--- src/rtl/alu_exc_unit_if.sv ---
// ALU status / exception request bundle.
// slave = exception unit, master = ALU + pipeline control.
interface alu_exc_unit_if;
  logic        status_valid;
  logic [7:0]  alu_status;
  logic [31:0] pc_ex;
  logic        status_clr;
  logic        exc_ack;
  logic [7:0]  flags_q;
  logic [7:0]  sticky_flags;
  logic        exc_req;
  logic [4:0]  exc_code;
  logic [31:0] epc;
  logic        stall;
  logic        flush_ex;
  logic [7:0]  exc_count;

  modport slave (
    input  status_valid, alu_status, pc_ex,
    input  status_clr, exc_ack,
    output flags_q, sticky_flags, exc_req,
    output exc_code, epc, stall, flush_ex,
    output exc_count
  );

  modport master (
    output status_valid, alu_status, pc_ex,
    output status_clr, exc_ack,
    input  flags_q, sticky_flags, exc_req,
    input  exc_code, epc, stall, flush_ex,
    input  exc_count
  );
endinterface

--- src/rtl/alu_exc_unit.sv ---
// ALU status consumer: flag capture, sticky flags and
// exception request FSM with EPC/cause capture.
module alu_exc_unit #(
  parameter logic [7:0] EXC_MASK   = 8'b0100_1100,
  parameter logic [4:0] CODE_DIV0  = 5'd13,
  parameter logic [4:0] CODE_OVF   = 5'd12,
  parameter logic [4:0] CODE_ALIGN = 5'd4
) (
  input logic           clk,
  input logic           rst_n,
  alu_exc_unit_if.slave bus
);

  typedef enum logic [1:0] {
    IDLE  = 2'd0,
    REQ   = 2'd1,
    FLUSH = 2'd2
  } state_t;

  state_t      state;
  state_t      nxt;
  logic        accept;
  logic        raise;
  logic [7:0]  masked;
  logic [4:0]  code_sel;
  logic [7:0]  flags_r;
  logic [7:0]  sticky_r;
  logic [4:0]  code_r;
  logic [31:0] epc_r;
  logic [7:0]  count_r;

  assign accept = (state == IDLE) && bus.status_valid;
  assign masked = bus.alu_status & EXC_MASK;
  assign raise  = accept && (|masked);

  always_comb begin
    code_sel = CODE_ALIGN;
    if (masked[2])      code_sel = CODE_DIV0;
    else if (masked[6]) code_sel = CODE_OVF;
    else                code_sel = CODE_ALIGN;
  end

  always_ff @(posedge clk or negedge rst_n) begin
    if (!rst_n) state <= IDLE;
    else        state <= nxt;
  end

  always_comb begin
    nxt = state;
    unique case (state)
      IDLE:    if (raise) nxt = REQ;
      REQ:     if (bus.exc_ack) nxt = FLUSH;
      FLUSH:   nxt = IDLE;
      default: nxt = IDLE;
    endcase
  end

  always_comb begin
    bus.exc_req  = 1'b0;
    bus.stall    = 1'b0;
    bus.flush_ex = 1'b0;
    unique case (state)
      REQ: begin
        bus.exc_req = 1'b1;
        bus.stall   = 1'b1;
      end
      FLUSH: begin
        bus.flush_ex = 1'b1;
        bus.stall    = 1'b1;
      end
      default: ;
    endcase
  end

  always_ff @(posedge clk or negedge rst_n) begin
    if (!rst_n) begin
      flags_r  <= '0;
      sticky_r <= '0;
      code_r   <= '0;
      epc_r    <= '0;
      count_r  <= '0;
    end else begin
      if (accept) flags_r <= bus.alu_status;
      // a clear coinciding with an accepted op keeps that op's flags
      if (bus.status_clr)
        sticky_r <= accept ? bus.alu_status : 8'h00;
      else if (accept)
        sticky_r <= sticky_r | bus.alu_status;
      if (raise) begin
        epc_r  <= bus.pc_ex;
        code_r <= code_sel;
        if (count_r != 8'hFF) count_r <= count_r + 8'd1;
      end
    end
  end

  assign bus.flags_q      = flags_r;
  assign bus.sticky_flags = sticky_r;
  assign bus.exc_code     = code_r;
  assign bus.epc          = epc_r;
  assign bus.exc_count    = count_r;

endmodule

--- src/flat_wrapper.sv ---
// flat-port wrapper written by rule: the top's interface ports become plain ports
module alu_exc_unit_flat 
#(
  parameter logic [7:0] EXC_MASK   = 8'b0100_1100,
  parameter logic [4:0] CODE_DIV0  = 5'd13,
  parameter logic [4:0] CODE_OVF   = 5'd12,
  parameter logic [4:0] CODE_ALIGN = 5'd4
)
  (clk, rst_n, bus_status_valid, bus_alu_status, bus_pc_ex, bus_status_clr, bus_exc_ack, bus_flags_q, bus_sticky_flags, bus_exc_req, bus_exc_code, bus_epc, bus_stall, bus_flush_ex, bus_exc_count);
  alu_exc_unit_if bus_i ();
  input logic clk;
  input logic rst_n;
  input wire logic [$bits(bus_i.status_valid)-1:0] bus_status_valid;
  input wire logic [$bits(bus_i.alu_status)-1:0] bus_alu_status;
  input wire logic [$bits(bus_i.pc_ex)-1:0] bus_pc_ex;
  input wire logic [$bits(bus_i.status_clr)-1:0] bus_status_clr;
  input wire logic [$bits(bus_i.exc_ack)-1:0] bus_exc_ack;
  output wire logic [$bits(bus_i.flags_q)-1:0] bus_flags_q;
  output wire logic [$bits(bus_i.sticky_flags)-1:0] bus_sticky_flags;
  output wire logic [$bits(bus_i.exc_req)-1:0] bus_exc_req;
  output wire logic [$bits(bus_i.exc_code)-1:0] bus_exc_code;
  output wire logic [$bits(bus_i.epc)-1:0] bus_epc;
  output wire logic [$bits(bus_i.stall)-1:0] bus_stall;
  output wire logic [$bits(bus_i.flush_ex)-1:0] bus_flush_ex;
  output wire logic [$bits(bus_i.exc_count)-1:0] bus_exc_count;
  assign bus_i.status_valid = bus_status_valid;
  assign bus_i.alu_status = bus_alu_status;
  assign bus_i.pc_ex = bus_pc_ex;
  assign bus_i.status_clr = bus_status_clr;
  assign bus_i.exc_ack = bus_exc_ack;
  assign bus_flags_q = bus_i.flags_q;
  assign bus_sticky_flags = bus_i.sticky_flags;
  assign bus_exc_req = bus_i.exc_req;
  assign bus_exc_code = bus_i.exc_code;
  assign bus_epc = bus_i.epc;
  assign bus_stall = bus_i.stall;
  assign bus_flush_ex = bus_i.flush_ex;
  assign bus_exc_count = bus_i.exc_count;
  alu_exc_unit #(.EXC_MASK(EXC_MASK), .CODE_DIV0(CODE_DIV0), .CODE_OVF(CODE_OVF), .CODE_ALIGN(CODE_ALIGN)) u_core (.clk(clk), .rst_n(rst_n), .bus(bus_i));
endmodule
--- config.mk ---
export PLATFORM = sky130hd
export DESIGN_NAME = alu_exc_unit_flat
export DESIGN_NICKNAME = d
export VERILOG_FILES = /design/src/rtl/alu_exc_unit_if.sv /design/src/rtl/alu_exc_unit.sv /design/src/flat_wrapper.sv
export SDC_FILE = /design/constraint.sdc
export NUM_CORES = 1
export LEC_CHECK = 0
export ABC_AREA = 1
export CAP_MARGIN = 20
export CORE_AREA = 10 10 90 92
export DETAILED_ROUTE_END_ITERATION = 8
export DIE_AREA = 0 0 100 102
export PLACE_DENSITY = 0.77
export RECOVER_POWER = 100
export SLEW_MARGIN = 20
export SYNTH_ARGS = -nofsm -noshare
export SYNTH_HDL_FRONTEND = slang
export SYNTH_SLANG_ARGS = --single-unit
--- constraint.sdc ---
create_clock -name clk -period 1.6 [get_ports clk]
set_clock_uncertainty 0.1 [all_clocks]
set_input_delay 0.32 -clock clk [delete_from_list [all_inputs] [get_ports clk]]
set_output_delay 0.32 -clock clk [all_outputs]
set_load 0.01 [all_outputs]
==> results of run 1 <==
==> path summary, 6_finish.rpt <==
path | slack (ns) | cells after the start | to | startpoint
worst max-delay path | 0.03 | 3 | bus_stall | u_core.state[1]
worst min-delay path | 0.36 | 1 | u_core.bus.exc_code[2] | u_core.bus.exc_code[2]
worst max register to register | 0.16 | 7 | u_core.bus.exc_count[4] | u_core.bus.exc_count[0]
worst min register to register | 0.36 | 1 | u_core.bus.exc_code[2] | u_core.bus.exc_code[2]
max in group asynchronous | 0.19 | 3 | u_core.bus.exc_count[4] | rst_n
min in group asynchronous | 0.65 | 3 | u_core.bus.exc_count[7] | rst_n
==> where the power goes <==
| part | internal [mW] | switching [mW] |
|---|---|---|
| Sequential | 2.19 | 0.344 |
| Clock | 0.611 | 0.643 |
| Combinational | 1.48 | 1.63 |
==> flip-flops by register name, summed over array words and instances, names as in the netlist <==
| signal | count |
|---|---|
| u_core.bus.epc | 32 |
| u_core.bus.exc_code | 3 |
| u_core.state | 2 |
| u_core.bus.exc_count | 8 |
| u_core.bus.sticky_flags | 8 |
| u_core.bus.flags_q | 8 |
==> area by class of cell <==
cell class | instances | area [um2] | share of cell area [%]
timing repair buffer | 129 | 1184 | 29.57
tap | 77 | 96.34 | 2.407
clock inverter | 6 | 48.80 | 1.219
multi-input combinational | 209 | 925.9 | 23.13
clock buffer | 10 | 137.6 | 3.439
sequential | 61 | 1526 | 38.14
inverter | 21 | 83.83 | 2.094
==> timing repair <==
item / in CTS / in global routing
resized for setup: 77 / 3
hold buffers: 1 / 0
pin swaps: 0 / 0
endpoints found under the hold margin: 61 / 0
setup buffers: 0 / 2
endpoints found under the setup margin: 62 / 3
==> logic make-up after synthesis <==
group	synth area share (%)
AND/OR/NAND/NOR	28.99
flip-flops	59.34
buffers and inverters	5.885
AO/OA/AOI/OAI	2.189
adder cells (fa/ha/maj)	2.432
XOR/XNOR	1.022
other	0.1458
==> per-layer routing <==
metal / part of all wire (%) / up-vias / GRT usage (%)
met5: 0 / - / 0
met4: 1.6 / 0 / 5.652
met3: 8.4 / 13 / 5.601
met2: 48 / 84 / 22.70
met1: 42 / 1066 / 16.31
li1: - / 1163 / -
==> through the flow <==
stage / util (%) / setup TNS (ns) / cell area [um2]
floorplan: - / 0 / 2576
global placement: 61.31 / -0.9617 / 3849
detailed placement: 61.31 / -1.603 / 3849
CTS: 63.52 / 0 / 3988
global route: 63.76 / -0.01665 / 4003
finish: 63.76 / 0 / 4003
==> cells in the mapped netlist <==
library cell	n
buf_2	3
buf_4	2
buf_6	3
clkbuf_1	1
conb_1	1
dfrtp_1	61
ha_1	5
inv_1	19
inv_4	2
nand2_1	165
nand2_2	2
nand2_4	2
nand3_1	5
nand3_2	1
nor2_1	10
nor2_2	2
o21ai_0	10
o22ai_1	1
or2_1	1
xnor2_1	1
xor2_1	2
==> critical path, cell delays in order (launching register included) <==
cell     delay [ns]
dfrtp_1        0.40
inv_2          0.11
ha_4           0.21
buf_6          0.11
==> results.ini, run 1 <==
[final_layout]
final_common_cell = nand2_1
area_delta_synth_final_pct = 55.59
layout-drive-gt1-share_pct = 12.84
stdcell_count = 513
mostFrequentLayoutCells = nand2_1, dfrtp_1, dlygate4sd2_1, clkdlybuf4s50_1, buf_4
design.final.nets = 481
fillers = 562
diodes = 0

[timing]
fmax_mhz = 635.1
setup_slack_ns = 0.02548
max_slew_margin_pct = 44.12
whs_ns = 0.3563
maxSlewViolCount = 0
hold_viol_final = 0
worstMarginPinSlew_ns = 0.8382
rsz0062_at_grt = true
setup_viol = 0
finalCritPeriodShare_pct = 98.41
min_period_ns = 1.575

[routing]
num_vias = 2326
drtAntennaViolNets = 0
route.detailed.wl_per_inst_um = 13.96
drt_iter0_drc = 88
dr.pass1.iters = 4
drt_wl_total_mm = 7.159
drc = 0
viasPerCell = 4.534

[die]
rows = 29
io_pins = 109
start_util_pct = 40.98
die-area_mm2 = 0.01020
die_y_um = 102
die_w_um = 100
core_area_mm2 = 0.006277

[global_routing]
grt_overflow_total = 0
grt_max_degree = 62
grt_pass1_vias = 2387
grt_pass1_wl_mm = 11.57
grt_usage_pct = 14.01
antenna_found_initial = 0

[yosys]
ys_types = 21
syn_avg_cell_area_um2 = 8.604
synth_top_area_share_pct = 59.34
synth_top_area_cell = dfrtp_1
yosys_warnings = 0
ys_top_cells_by_area = dfrtp_1, nand2_1, inv_1
yosysSeqAreaShare_pct = 59.34
ys_ff_latch = 61
synthCells = 299
synth_area_mm2 = 0.002572

[power]
power.total_mw = 6.901
leakage_nw = 2.164
powerDensity_mw_per_mm2 = 1724
irDropWorstVdd_uv = 991.5

[cts]
clk_latency_ns = 0.33
cts_inserted_buffers = 9
cts_tree = done
htreeDepth = 3
clockBufferDepth = 2
clock-root-buffer = clkbuf_8
clkTransAtPathRegs_ns = 0.07
cts_sinks = 61

[setup_path]
cp_max_fo = 3
worstSetupPathType = reg -> out
start_kind = register
cp.arrival_ns = 1.15
cp.required_ns = 1.18
endpoint_kind = primary output

[placed_design]
gp_congestion = 0.7697
dp_hpwl_mm = 5.374
place_ws_ns = -0.06957
numPlacedInstances = 494
io_buffers = 106

[flow_run]
cap_violations = 0

[hold_path]
hp-class = reg -> reg

[run_status]
outcome = finished, final reports clean

Power figures use the tool's default switching activity.
==> run 2, diff against run 1 <==
--- a/config.mk
+++ b/config.mk
@@ -5,12 +5,11 @@
 export SDC_FILE = /design/constraint.sdc
 export NUM_CORES = 1
 export LEC_CHECK = 0
-export ABC_AREA = 1
 export CAP_MARGIN = 20
-export CORE_AREA = 10 10 90 92
+export CORE_AREA = 10 10 89 91
 export DETAILED_ROUTE_END_ITERATION = 8
-export DIE_AREA = 0 0 100 102
-export PLACE_DENSITY = 0.77
+export DIE_AREA = 0 0 99 101
+export PLACE_DENSITY = 0.78
 export RECOVER_POWER = 100
 export SLEW_MARGIN = 20
 export SYNTH_ARGS = -nofsm -noshare
==> constraint.sdc (replaced) <==
create_clock -name clk -period 1.5 [get_ports clk]
set_clock_uncertainty 0.1 [all_clocks]
set_input_delay 0.3 -clock clk [delete_from_list [all_inputs] [get_ports clk]]
set_output_delay 0.3 -clock clk [all_outputs]
set_load 0.01 [all_outputs]
==> results.ini, run 2 <==
[run_status]
outcome = finished, violations left
violations = negative setup slack

[yosys]
synth_top_area_share_pct = 60.49  ; +1.1 points
ys_types = 29  ; +38%
postSynth.asyncResetShare_pct = 100.0  ; unchanged
synth_area_mm2 = 0.002524  ; -1.9%
syn_avg_cell_area_um2 = 9.706  ; +13%
synth.most_common_cell = nand2_1
yosys_warnings = 0  ; unchanged
ys_ff_latch = 61  ; unchanged
ys.flop_type = dfrtp_1
synth_enable_flop_cells = 0  ; unchanged
synth_top_area_cell = dfrtp_1
yosysSeqAreaShare_pct = 60.49  ; +1.1 points
synthCells = 260  ; -13%
synthTopCellsByCount = nand2_1, dfrtp_1, inv_1
ys_top_cells_by_area = dfrtp_1, nand2_1, ha_1

[hold_path]
hp-class = reg -> reg
hold_start = u_core.bus.epc[4]

[setup_path]
endpoint_kind = register
cp.arrival_ns = 1.75  ; +0.60 ns
cp_max_fo = 6  ; +3
cp_slowest_cell = dfrtp_1
worstSetupPathType = reg -> reg
start_kind = register
slowest_delay_ns = 0.41  ; about the same
reg2reg_from = u_core.state[0]
worstPathCellList = inv_2 -> ha_4 -> o311ai_4 -> buf_12 -> nor3_4 -> mux2_4
crit_path_start = u_core.state[0]
cp.required_ns = 1.61  ; +0.43 ns

[timing]
maxSlewViolCount = 0  ; unchanged
worstMarginPinSlew_ns = 0.7561  ; -0.08214 ns
rsz0062_at_grt = true
hold_viol_final = 0  ; unchanged
max_slew_margin_pct = 49.59  ; +5.5 points
min_period_ns = 1.643
setup_viol = 35  ; +35
setup_slack_ns = -0.1429  ; -0.1684 ns
fmax_mhz = 608.7
tns_ns = -2.302  ; -2.302 ns
finalCritPeriodShare_pct = 109.5

[global_routing]
grt_max_degree = 62  ; unchanged
grt_pass1_vias = 2453  ; +2.8%
grt_pass1_wl_mm = 12.09  ; +4.5%
grt_overflow_total = 0  ; unchanged
grt_usage_pct = 14.84  ; +0.83 points
antenna_found_initial = 0  ; unchanged

[routing]
drc = 0  ; unchanged
drt_wl_total_mm = 7.551  ; +5.5%
drtAntennaViolNets = 0  ; unchanged
drt_iter0_drc = 70  ; -20%
viasPerCell = 4.733  ; +4.4%
route.detailed.wl_per_inst_um = 15.63  ; +12%
num_vias = 2286  ; -1.7%
dr.pass1.iters = 4  ; unchanged

[cts]
clk_latency_ns = 0.33  ; about the same
htreeDepth = 3  ; unchanged
cts_tree = done
cts_sinks = 61  ; unchanged
clkTransAtPathRegs_ns = 0.07  ; about the same
clockBufferDepth = 2  ; unchanged
clock-root-buffer = clkbuf_8
cts_inserted_buffers = 9  ; unchanged

[flow_run]
cap_violations = 0  ; unchanged

[power]
powerDensity_mw_per_mm2 = 1881  ; +9.1%
power.total_mw = 8.168  ; +18%
leakage_nw = 2.276  ; +5.2%
irDropWorstVdd_uv = 1199  ; +21%

[final_layout]
final_common_cell = nand2_1
area_delta_synth_final_pct = 72.09
fillers = 479  ; -15%
layout-drive-gt1-share_pct = 25.37  ; +13 points
diodes = 0  ; unchanged
mostFrequentLayoutCells = nand2_1, dfrtp_1, dlygate4sd2_1, clkdlybuf4s50_1, buf_4
design.final.nets = 451  ; -6.2%
largest_reg_flops = 32  ; unchanged

[placed_design]
gp_congestion = 0.8186  ; +6.4%
io_buffers = 106  ; unchanged
dp_hpwl_mm = 5.311  ; -1.2%

[die]
die_w_um = 99  ; -1.0%
core_area_mm2 = 0.006205  ; -1.2%
io_pins = 109  ; unchanged
die_y_um = 101  ; -0.98%
die-area_mm2 = 0.009999  ; -2.0%
start_util_pct = 40.67  ; -0.31 points
rows = 29  ; unchanged

==> run 2: changes by cell type in the layout (fill, tap and decap cells not counted), sizes merged, moves of 4 or more <==
| cell | previous run | this run |
|---|---|---|
| a21oi | 0 | 4 |
| buf | 25 | 34 |
| inv | 21 | 12 |
| mux2 | 0 | 5 |
| nand2 | 169 | 126 |
| nor2 | 12 | 2 |
==> run 2: where the power goes <==
group	switching [mW]	total, mW	internal (mW)
Combinational	1.96	3.94	1.98
Sequential	0.397	2.75	2.35
Clock	0.624	1.48	0.857
==> run 2: repair_timing <==
item,CTS,global route
pin swaps,6,37
hold buffers,1,0
hold endpoints to repair,61,0
setup endpoints to repair,102,58
gates resized for setup,98,50
gates cloned,0,3
setup buffers,8,3
==> run 2: worst max-delay path, delay by kind of cell, from the launching register on <==
kind,cells,cell delay [ns]
mux,1,0.31
fa+ha+maj,1,0.16
simple gates,1,0.17
compound gates,1,0.11
buf+inv,2,0.26
flops,1,0.41
==> run 2: logic make-up after synthesis <==
| family | share of synthesized area (%) |
|---|---|
| xor+xnor | 1.041 |
| flops | 60.49 |
| other cells | 0.1486 |
| mux | 2.231 |
| fa+ha+maj | 2.479 |
| simple gates | 22.06 |
| compound gates | 6.892 |
| buf+inv | 4.660 |
==> run 2: stage by stage <==
| stage | hold slack, ns | cell area (um2) | cells | utilization (%) | setup slack, ns |
|---|---|---|---|---|---|
| final | 0.3627 | 4343 | 483 | 69.99 | -0.1429 |
| after global routing | 0.3868 | 4343 | 483 | 69.99 | -0.1750 |
| after CTS | 0.3734 | 4114 | 477 | 66.30 | -0.1345 |
| after detailed placement | 0.2375 | 3800 | 452 | 61.24 | -0.4785 |
| after global placement | 0.2335 | 3800 | 452 | 61.24 | -0.4196 |
| after floorplan | -0.09559 | 2540 | 261 | - | -0.03231 |
==> run 2: metal layers <==
metal	vias to the layer above	wire, um	global-route usage, %
met5	-	0	0
met4	0	114	5.182
met3	8	917	9.396
met2	83	3476	22.39
met1	1095	3043	16.71
li1	1100	-	-
==> run 2: area by class of cell <==
cell class,count,area [um2],area share (%)
sequential,61,1528,35.18
timing repair buffer,140,1366,31.46
multi-input combinational,177,1097,25.27
clock buffer,11,151.4,3.486
tap,77,96.34,2.218
clock inverter,5,58.81,1.354
inverter,12,45.04,1.037
==> run 2: path summary, 6_finish.rpt <==
path                                            to  slack, ns  cells after the start
hold reg to reg                  u_core.bus.epc[4]       0.36                      2
min in group asynchronous          u_core.state[0]       0.55                      3
hold / removal                   u_core.bus.epc[4]       0.36                      2
max in group asynchronous  u_core.bus.exc_count[1]       0.22                      3
setup reg to reg           u_core.bus.exc_count[5]      -0.14                      6
setup / recovery           u_core.bus.exc_count[5]      -0.14                      6
==> run 3, diff against run 2 <==
--- a/config.mk
+++ b/config.mk
@@ -11,6 +11,8 @@
 export DIE_AREA = 0 0 99 101
 export PLACE_DENSITY = 0.78
 export RECOVER_POWER = 100
+export REMOVE_ABC_BUFFERS = 1
+export SETUP_SLACK_MARGIN = 0.5
 export SLEW_MARGIN = 20
 export SYNTH_ARGS = -nofsm -noshare
 export SYNTH_HDL_FRONTEND = slang
==> results.ini, run 3 (synthesis gave the netlist of run 2 again) <==
[cts]
clock-root-buffer = clkbuf_8
clockBufferDepth = 2  ; unchanged
cts_sinks = 61  ; unchanged
cts_inserted_buffers = 9  ; unchanged
htreeDepth = 3  ; unchanged
clkTransAtPathRegs_ns = 0.07  ; about the same
cts_tree = done
clk_latency_ns = 0.33  ; about the same

[setup_path]
cp.arrival_ns = 1.78  ; +0.03 ns
endpoint_kind = register
cp_slowest_cell = dfrtp_1
cp.required_ns = 1.61  ; about the same
cp_top_family = flip-flops
worstSetupPathType = reg -> reg
cp_max_fo = 5  ; -1
path_buf_inv = 2  ; unchanged
slowest_delay_ns = 0.39  ; -0.02 ns
worstPathCellList = inv_2 -> ha_4 -> o311ai_4 -> buf_12 -> nor3_4 -> mux2_4
start_kind = register

[final_layout]
layout-drive-gt1-share_pct = 33.03  ; +7.7 points
area_delta_synth_final_pct = 72.09  ; unchanged
register_area_mm2 = 0.001529  ; about the same
final_cell_area_mm2 = 0.004343  ; unchanged
mostFrequentLayoutCells = nand2_1, dfrtp_1, clkbuf_1, clkdlybuf4s50_1, buf_4
fillers = 468  ; -2.3%
diodes = 0  ; unchanged
design.final.nets = 478  ; +6.0%
final_util_pct = 69.99  ; unchanged
largest_reg_flops = 32  ; unchanged
final_common_cell = nand2_1
multiInputGateArea_mm2 = 0.001186  ; +8.1%

[timing]
hold_viol_final = 0  ; unchanged
max_slew_margin_pct = 44.87  ; -4.7 points
setup_slack_ns = -0.1772  ; -0.03424 ns
maxSlewViolCount = 0  ; unchanged
setup_viol = 60  ; +71%
worstMarginPinSlew_ns = 0.8270  ; +0.07087 ns
finalCritPeriodShare_pct = 111.8  ; +2.3 points
fmax_mhz = 596.2  ; -2.0%
rsz0062_at_grt = true
min_period_ns = 1.677  ; +0.03424 ns

[routing]
drtAntennaViolNets = 0  ; unchanged
route.detailed.wl_per_inst_um = 17.10  ; +9.4%
viasPerCell = 4.708  ; -0.53%
drt_iter0_drc = 89  ; +27%
num_vias = 2401  ; +5.0%
drt_wl_total_mm = 8.723  ; +16%
dr.pass1.iters = 4  ; unchanged
drc = 0  ; unchanged

[hold_path]
hp-class = reg -> reg

[die]
io_pins = 109  ; unchanged
die_w_um = 99  ; unchanged
core_area_mm2 = 0.006205  ; unchanged
start_util_pct = 40.67  ; unchanged
die-area_mm2 = 0.009999  ; unchanged
rows = 29  ; unchanged
die_y_um = 101  ; unchanged

[global_routing]
grt_pass1_wl_mm = 12.72  ; +5.3%
grt_usage_pct = 15.72  ; +0.88 points
grt_overflow_total = 0  ; unchanged
grt_max_degree = 62  ; unchanged
grt_pass1_vias = 2429  ; -0.98%
antenna_found_initial = 0  ; unchanged

[flow_run]
cap_violations = 0  ; unchanged

[placed_design]
io_buffers = 106  ; unchanged
gp_congestion = 0.8639  ; +5.5%
postPlaceCellArea_mm2 = 0.003775  ; -0.66%
dp_hpwl_mm = 5.479  ; +3.2%

[power]
powerDensity_mw_per_mm2 = 2006  ; +6.6%
leakage_nw = 2.122  ; -6.7%
power.total_mw = 8.711  ; +6.6%
irDropWorstVdd_uv = 1143  ; -4.7%

[run_status]
violations = negative setup slack
outcome = finished, violations left

run 3: metrics by stage:
stage               setup TNS [ns]  hold slack, ns  cells  worst slack (ns)
global route                -8.590          0.3769    510           -0.2145
finish                      -5.174          0.3688    510           -0.1772
floorplan                   -16.27        -0.09559    250           -0.6740
global placement            -17.85          0.2326    452           -0.4425
detailed placement          -20.04          0.2338    452           -0.4880
CTS                         -3.212          0.3529    494           -0.1539
run 3: where the power goes:
part	leakage (nW)	internal [mW]	switching [mW]
clock network	0.0923	0.765	0.662
registers	0.757	2.36	0.452
logic	1.27	2.21	2.27
total	2.12	5.33	3.38
run 3: path summary, 6_finish.rpt:
kind / slack (ns) / endpoint / startpoint / cells after the start
worst min register to register: 0.37 / u_core.bus.exc_code[2] / u_core.bus.exc_code[2] / 1
worst max register to register: -0.18 / u_core.bus.exc_count[5] / u_core.state[0] / 6
worst min-delay path: 0.37 / u_core.bus.exc_code[2] / u_core.bus.exc_code[2] / 1
max in group asynchronous: 0.10 / u_core.bus.exc_count[4] / rst_n / 3
worst max-delay path: -0.18 / u_core.bus.exc_count[5] / u_core.state[0] / 6
min in group asynchronous: 0.61 / u_core.bus.sticky_flags[4] / rst_n / 3
run 3: worst reg2reg max path: stages (launching register included):
cell and delay [ns]:
dfrtp_1 0.39, inv_2 0.08, ha_4 0.18, o311ai_4 0.15
buf_12 0.18, nor3_4 0.17, mux2_4 0.32
run 3: metal layers:
| layer | wire length, um | global-route usage (%) |
|---|---|---|
| met5 | 0 | 0 |
| met4 | 78 | 5.072 |
| met3 | 505 | 4.595 |
| met2 | 4644 | 26.45 |
| met1 | 3494 | 18.83 |
run 3: repair_timing:
action | CTS | global route
hold buffers | 1 | 0
endpoints found under the hold margin | 61 | 0
buffers inserted | 23 | 16
gates cloned | 2 | 0
gates resized for setup | 351 | 39
endpoints found under the setup margin | 123 | 123
pin swaps | 31 | 16
run 3: layout make-up:
type	count	share of cell area, %
clock buffer	10	2.939
clock inverter	6	1.469
inverter	12	1.037
sequential	61	35.21
timing repair buffer	166	29.82
multi-input combinational	178	27.31
tap	77	2.218
